### src/rtl/pc_gen_pkg.sv
// Shared types and constants for the program-counter generator.
// Also used by pc_gen_perf, the optional counter block enabled by PC_GEN_PERF_EN.
package pc_gen_pkg;

  localparam int XLEN = 32;

  localparam logic [XLEN-1:0] PC_STEP = 32'd4;

  typedef enum logic [1:0] {
    PCG_BOOT,
    PCG_RUN,
    PCG_REDIR
  } pcgen_state_e;

  typedef struct packed {
    logic            valid;
    logic [XLEN-1:0] target;
    logic            misaligned;
  } redirect_t;

  // Instruction addresses must be word aligned; bit 0 is already cleared by the jbu.
  function automatic logic is_misaligned(input logic [XLEN-1:0] addr);
    return addr[1:0] != 2'b00;
  endfunction

endpackage

### src/rtl/pc_gen_perf.sv
// Free-running redirect and fetch-handshake counters for pc_gen.
// Instantiated only when PC_GEN_PERF_EN is defined; both counters wrap.
module pc_gen_perf
  import pc_gen_pkg::*;
(
  input  logic        clk,
  input  logic        reset,
  input  logic        redirect_taken,
  input  logic        fetch_fire,
  output logic [31:0] perf_redirects,
  output logic [31:0] perf_fetches
);

  always_ff @(posedge clk) begin
    if (reset) begin
      perf_redirects <= '0;
      perf_fetches   <= '0;
    end else begin
      if (redirect_taken) perf_redirects <= perf_redirects + 32'd1;
      if (fetch_fire)     perf_fetches   <= perf_fetches + 32'd1;
    end
  end

endmodule

### src/rtl/pc_gen.sv
// Program-counter generator and fetch-redirect stage between the IEU and instruction fetch.
// Optional PC_GEN_PERF_EN adds perf_redirects/perf_fetches counter outputs.
module pc_gen
  import pc_gen_pkg::*;
#(
  parameter logic [XLEN-1:0] RESET_VECTOR = 32'h0000_0000,
  parameter logic [XLEN-1:0] TRAP_VECTOR  = 32'h0000_0100
) (
  input  logic            clk,
  input  logic            reset,
  input  logic            ex_valid,
  input  logic            je,
  input  logic [XLEN-1:0] je_target,
  input  logic            fetch_ready,
  output logic            fetch_valid,
  output logic [XLEN-1:0] fetch_pc,
  output logic            flush,
  output logic            trap_valid,
  output logic [XLEN-1:0] trap_tval
`ifdef PC_GEN_PERF_EN
  ,
  output logic [31:0]     perf_redirects,
  output logic [31:0]     perf_fetches
`endif
);

  pcgen_state_e    state, state_next;
  logic [XLEN-1:0] pc_q, pc_next;
  logic [XLEN-1:0] tval_q, tval_next;
  logic            trap_q, trap_next;
  logic            fetch_fire;
  redirect_t       redir;

  // EX contents during BOOT and REDIR belong to squashed instructions, so only RUN may redirect.
  always_comb begin
    redir.valid      = ex_valid & je & (state == PCG_RUN);
    redir.target     = je_target;
    redir.misaligned = is_misaligned(je_target);
  end

  assign fetch_valid = (state != PCG_BOOT);
  assign fetch_fire  = fetch_valid & fetch_ready;
  assign flush       = (state == PCG_REDIR);
  assign fetch_pc    = pc_q;
  assign trap_valid  = trap_q;
  assign trap_tval   = tval_q;

  always_comb begin
    state_next = state;
    pc_next    = pc_q;
    trap_next  = 1'b0;
    tval_next  = tval_q;
    case (state)
      PCG_BOOT: begin
        state_next = PCG_RUN;
      end
      PCG_RUN: begin
        if (redir.valid) begin
          // A redirect wins over a handshake completing in the same cycle.
          state_next = PCG_REDIR;
          trap_next  = redir.misaligned;
          if (redir.misaligned) begin
            pc_next   = TRAP_VECTOR;
            tval_next = redir.target;
          end else begin
            pc_next = redir.target;
          end
        end else if (fetch_fire) begin
          pc_next = pc_q + PC_STEP;
        end
      end
      PCG_REDIR: begin
        state_next = PCG_RUN;
        if (fetch_fire) pc_next = pc_q + PC_STEP;
      end
      default: begin
        state_next = PCG_BOOT;
      end
    endcase
  end

  always_ff @(posedge clk) begin
    if (reset) begin
      state  <= PCG_BOOT;
      pc_q   <= RESET_VECTOR;
      trap_q <= 1'b0;
      tval_q <= '0;
    end else begin
      state  <= state_next;
      pc_q   <= pc_next;
      trap_q <= trap_next;
      tval_q <= tval_next;
    end
  end

`ifdef PC_GEN_PERF_EN
  pc_gen_perf u_perf (
    .clk            (clk),
    .reset          (reset),
    .redirect_taken (redir.valid),
    .fetch_fire     (fetch_fire),
    .perf_redirects (perf_redirects),
    .perf_fetches   (perf_fetches)
  );
`else
  // Default build carries no performance counters.
`endif

endmodule

### config.mk
export PLATFORM = sky130hd
export DESIGN_NAME = pc_gen
export DESIGN_NICKNAME = d
export VERILOG_FILES = /design/src/rtl/pc_gen_pkg.sv /design/src/rtl/pc_gen_perf.sv /design/src/rtl/pc_gen.sv
export SDC_FILE = /design/constraint.sdc
export NUM_CORES = 1
export LEC_CHECK = 0
export ABC_AREA = 0
export CORE_MARGIN = 3
export CORE_UTILIZATION = 30
export DETAILED_ROUTE_END_ITERATION = 7
export PLACE_DENSITY_LB_ADDON = 0.2
export SETUP_SLACK_MARGIN = 0.4
export SYNTH_ARGS = -nofsm -noshare
export SYNTH_HDL_FRONTEND = slang
export SYNTH_SLANG_ARGS = --single-unit
### constraint.sdc
create_clock -name clk -period 2.1 [get_ports clk]
set_input_delay 0.42 -clock clk [delete_from_list [all_inputs] [get_ports clk]]
set_output_delay 0.42 -clock clk [all_outputs]
set_load 0.01 [all_outputs]
==> results.md <==
* Die height at 110 µm
* Power, Total at 0.00315 W
* Multi-input gate area at 2110 µm²
* Setup TNS at 0 ns
* Drt via density at between 5 and 6
* 1st-pass router iterations at 5
* DRT antenna net count at 0
* GP Congestion at 0.879
* Most common flop cell mapped by yosys: dfxtp_1
* Net Count, Synth at 457
* CTS Buffer Depth at 2
* Antenna Cells at 0
* CTS buffer count at 9
* Final Hold Vio Count at 0
* Grt ovf at 0
* Crit path launch type: register
* Post-DP HPWL at slightly above 8 mm
* NetSw at 0.000897 W
* Fillcell total at a little over 1000
* Wire per inst at 16.8 µm
* Status: completed
* Root Driver: clkbuf_8
* Synth Register Bits at 67
* Relative slew slack at 66.5%
* Kind of critical path: reg -> reg
* Routed WL at 11.8 mm
* Initial core utilization at 31.2%
* Chip width at 110 µm
* MaxCap Viol Count at 0
* CP max stage delay at 0.42 ns
* Commonest non-fill, non-tap cell in the layout: nand2_1
* Largest net degree at the start of global routing at 21
* Post-Syn Instances at between 400 and 500
* Port Buffers at 103
* Drt drc at 0
* RSZ-0062 raised after global routing: yes
* Area of the mapped netlist at 3250 µm²
* Layout cell share with drive strength beyond 1 at ~28%
* H-tree depth at 3
* Worst path required time at 2.34 ns
* Sequential fraction of design power at a little over two fifths
* Total Routing Usage GR at 19.0%
* Final Setup Violations at 0
* Achievable clock frequency at 547 MHz
* Internal power at approximately 0.0022 W
* Hold WC Path Type: reg -> reg
* Number of nets in the layout at 603
* Worst-path clk slew at 0.07 ns
* Count of different cell masters after synthesis at 49
* Crit path capture type: register
* Site Rows at 37
* Minimum clock period at 1.83 ns
* Crit-path slowest cell: and4b_4
* Die area at 12100 µm²
* Setup slack after layout at 0.271 ns
* Asr flop ratio synth at 0%
* Clock network power share at 35.6%
* Area growth from synthesis to layout at 66.9%
* Sw frac at 28.5%
* Period utilization at 87.1%
* Leak at 2.25 nW
* CP max FO at 6
* Layout Skew at 0.00725 ns
* EDFF count, synth at 0
* Worst slack, placed at -0.0524 ns
* Vias in the first global route at 3598
* Fin Hold WS at 0.454 ns
* Cell Chain, Critical Path: buf_6, ha_4, and4b_4, and3_4, a311o_1, o31ai_2, nor4_1
* P per Cell Area at 580 nW/µm²
* Skew-Pair Late Insertion Delay at 0.34 ns
* Synth Warn # at 0
* Peak VDD IR at 0.262 mV
* FF/Latch Area at 1370 µm²
* Core Region at 10400 µm²
* Slew Limit Fails at 0
* Ports at 104
* Commonest cells after routing, fill and taps aside: 83 x nand2_1, 64 x clkdlybuf4s50_1, 54 x a21oi_1
* WP data arrival at 2.07 ns
* Syn avg cell area at 7.83 µm²
* Seq/Total Area, Yosys at about two fifths
* Core Util, Final at 52.1%
* Initial DRC count at 244
* TritonCTS clock tree: done
* CTS Sinks at 67
* Comb pwr share at 21.3%
* Vias at 3730
* First-pass GRT wire length at approximately 18 mm
* Initial antenna violation count at 0
* Worst-Margin Slew at between 0.5 and 0.6 ns
==> sequential cells by signal, indices dropped and copies added, names as in the netlist <==
name,flops
trap_tval,32
state,2
fetch_pc,32
trap_valid,1
==> path summary, 6_finish.rpt <==
| check | slack [ns] | start | depth (start not counted) | endpoint |
|---|---|---|---|---|
| max | 0.27 | state[1] | 7 | fetch_pc[23] |
| min | 0.45 | trap_tval[2] | 2 | trap_tval[2] |
| max reg2reg | 0.27 | state[1] | 7 | fetch_pc[23] |
| min reg2reg | 0.45 | trap_tval[2] | 2 | trap_tval[2] |
==> stage by stage <==
| step | cell area [µm²] | cells |
|---|---|---|
| global route | 5430 | 702 |
| floorplan | 3320 | 415 |
| finish | 5430 | 702 |
| detailed placement | 4690 | 664 |
| CTS | 5150 | 692 |
| global placement | 4690 | 664 |
==> per-layer routing <==
layer  track usage [%]  part of all wire, %  vias to the layer above
li1                  -                    -                     1797
met1              24.6                   43                     1767
met2              30.8                   48                      151
met3              4.48                  7.8                       15
met4              6.60                  1.1                        0
met5                 0                    0                        -
==> critical path, delay by kind of cell (launching register included) <==
| family | cells | cell delay [ns] |
|---|---|---|
| and+or+nand+nor | 3 | 0.90 |
| AOI/OAI and AO/OA | 2 | 0.21 |
| buffers and inverters | 1 | 0.12 |
| DFF | 1 | 0.34 |
| adders and majority gates | 1 | 0.15 |
==> kinds of logic (layout without fill, tap and decap cells) <==
kind of cell	count (synthesis)	after routing	synth area share (%)
compound gates	120	120	22.4
buf+inv	33	184	3.89
simple gates	180	180	27.6
fa+ha+maj	5	5	1.92
flops	67	67	41.3
xor+xnor	4	4	1.08
mux	6	6	1.85
==> synth_stat cells (6+ instances only) <==
cell,number,area [µm²]
nand2_1,85,319
dfxtp_1,67,1340
a21oi_1,55,275
nor2_1,23,86.3
clkbuf_1,21,78.8
nand3_1,21,105
o21ai_0,20,100
a22oi_1,15,113
nand4_1,11,68.8
and3_1,9,56.3
inv_1,8,30.0
a31oi_1,7,43.8
nor3_1,7,35.0
mux2i_1,6,60.1
==> power by group through the flow <==
stage	sequential [W]	combinational (W)	clock, W
after detailed placement	0.00139	0.000567	0
after CTS	0.00135	0.000609	0.00115
after floorplan	0.00140	0.000245	0
final	0.00136	0.000670	0.00112
after global routing	0.00136	0.000724	0.00120
after global placement	0.00138	0.000559	0
==> repair_timing <==
item,CTS,global route
gates resized for setup,95,48
endpoints found under the setup margin,55,51
cloned,1,2
pin swaps,22,26
hold endpoints to repair,0,0
buffers inserted,11,8
hold buffers,0,0
==> layout make-up <==
cell class	count	share of cell area [%]
clock buffers	12	2.86
clock inverters	4	0.899
inverters	9	0.738
multi-input cells	315	38.9
flip-flops and latches	67	25.3
well taps	136	3.14
repair buffers	159	28.2
Note: power is estimated with default switching activity, not from simulation.
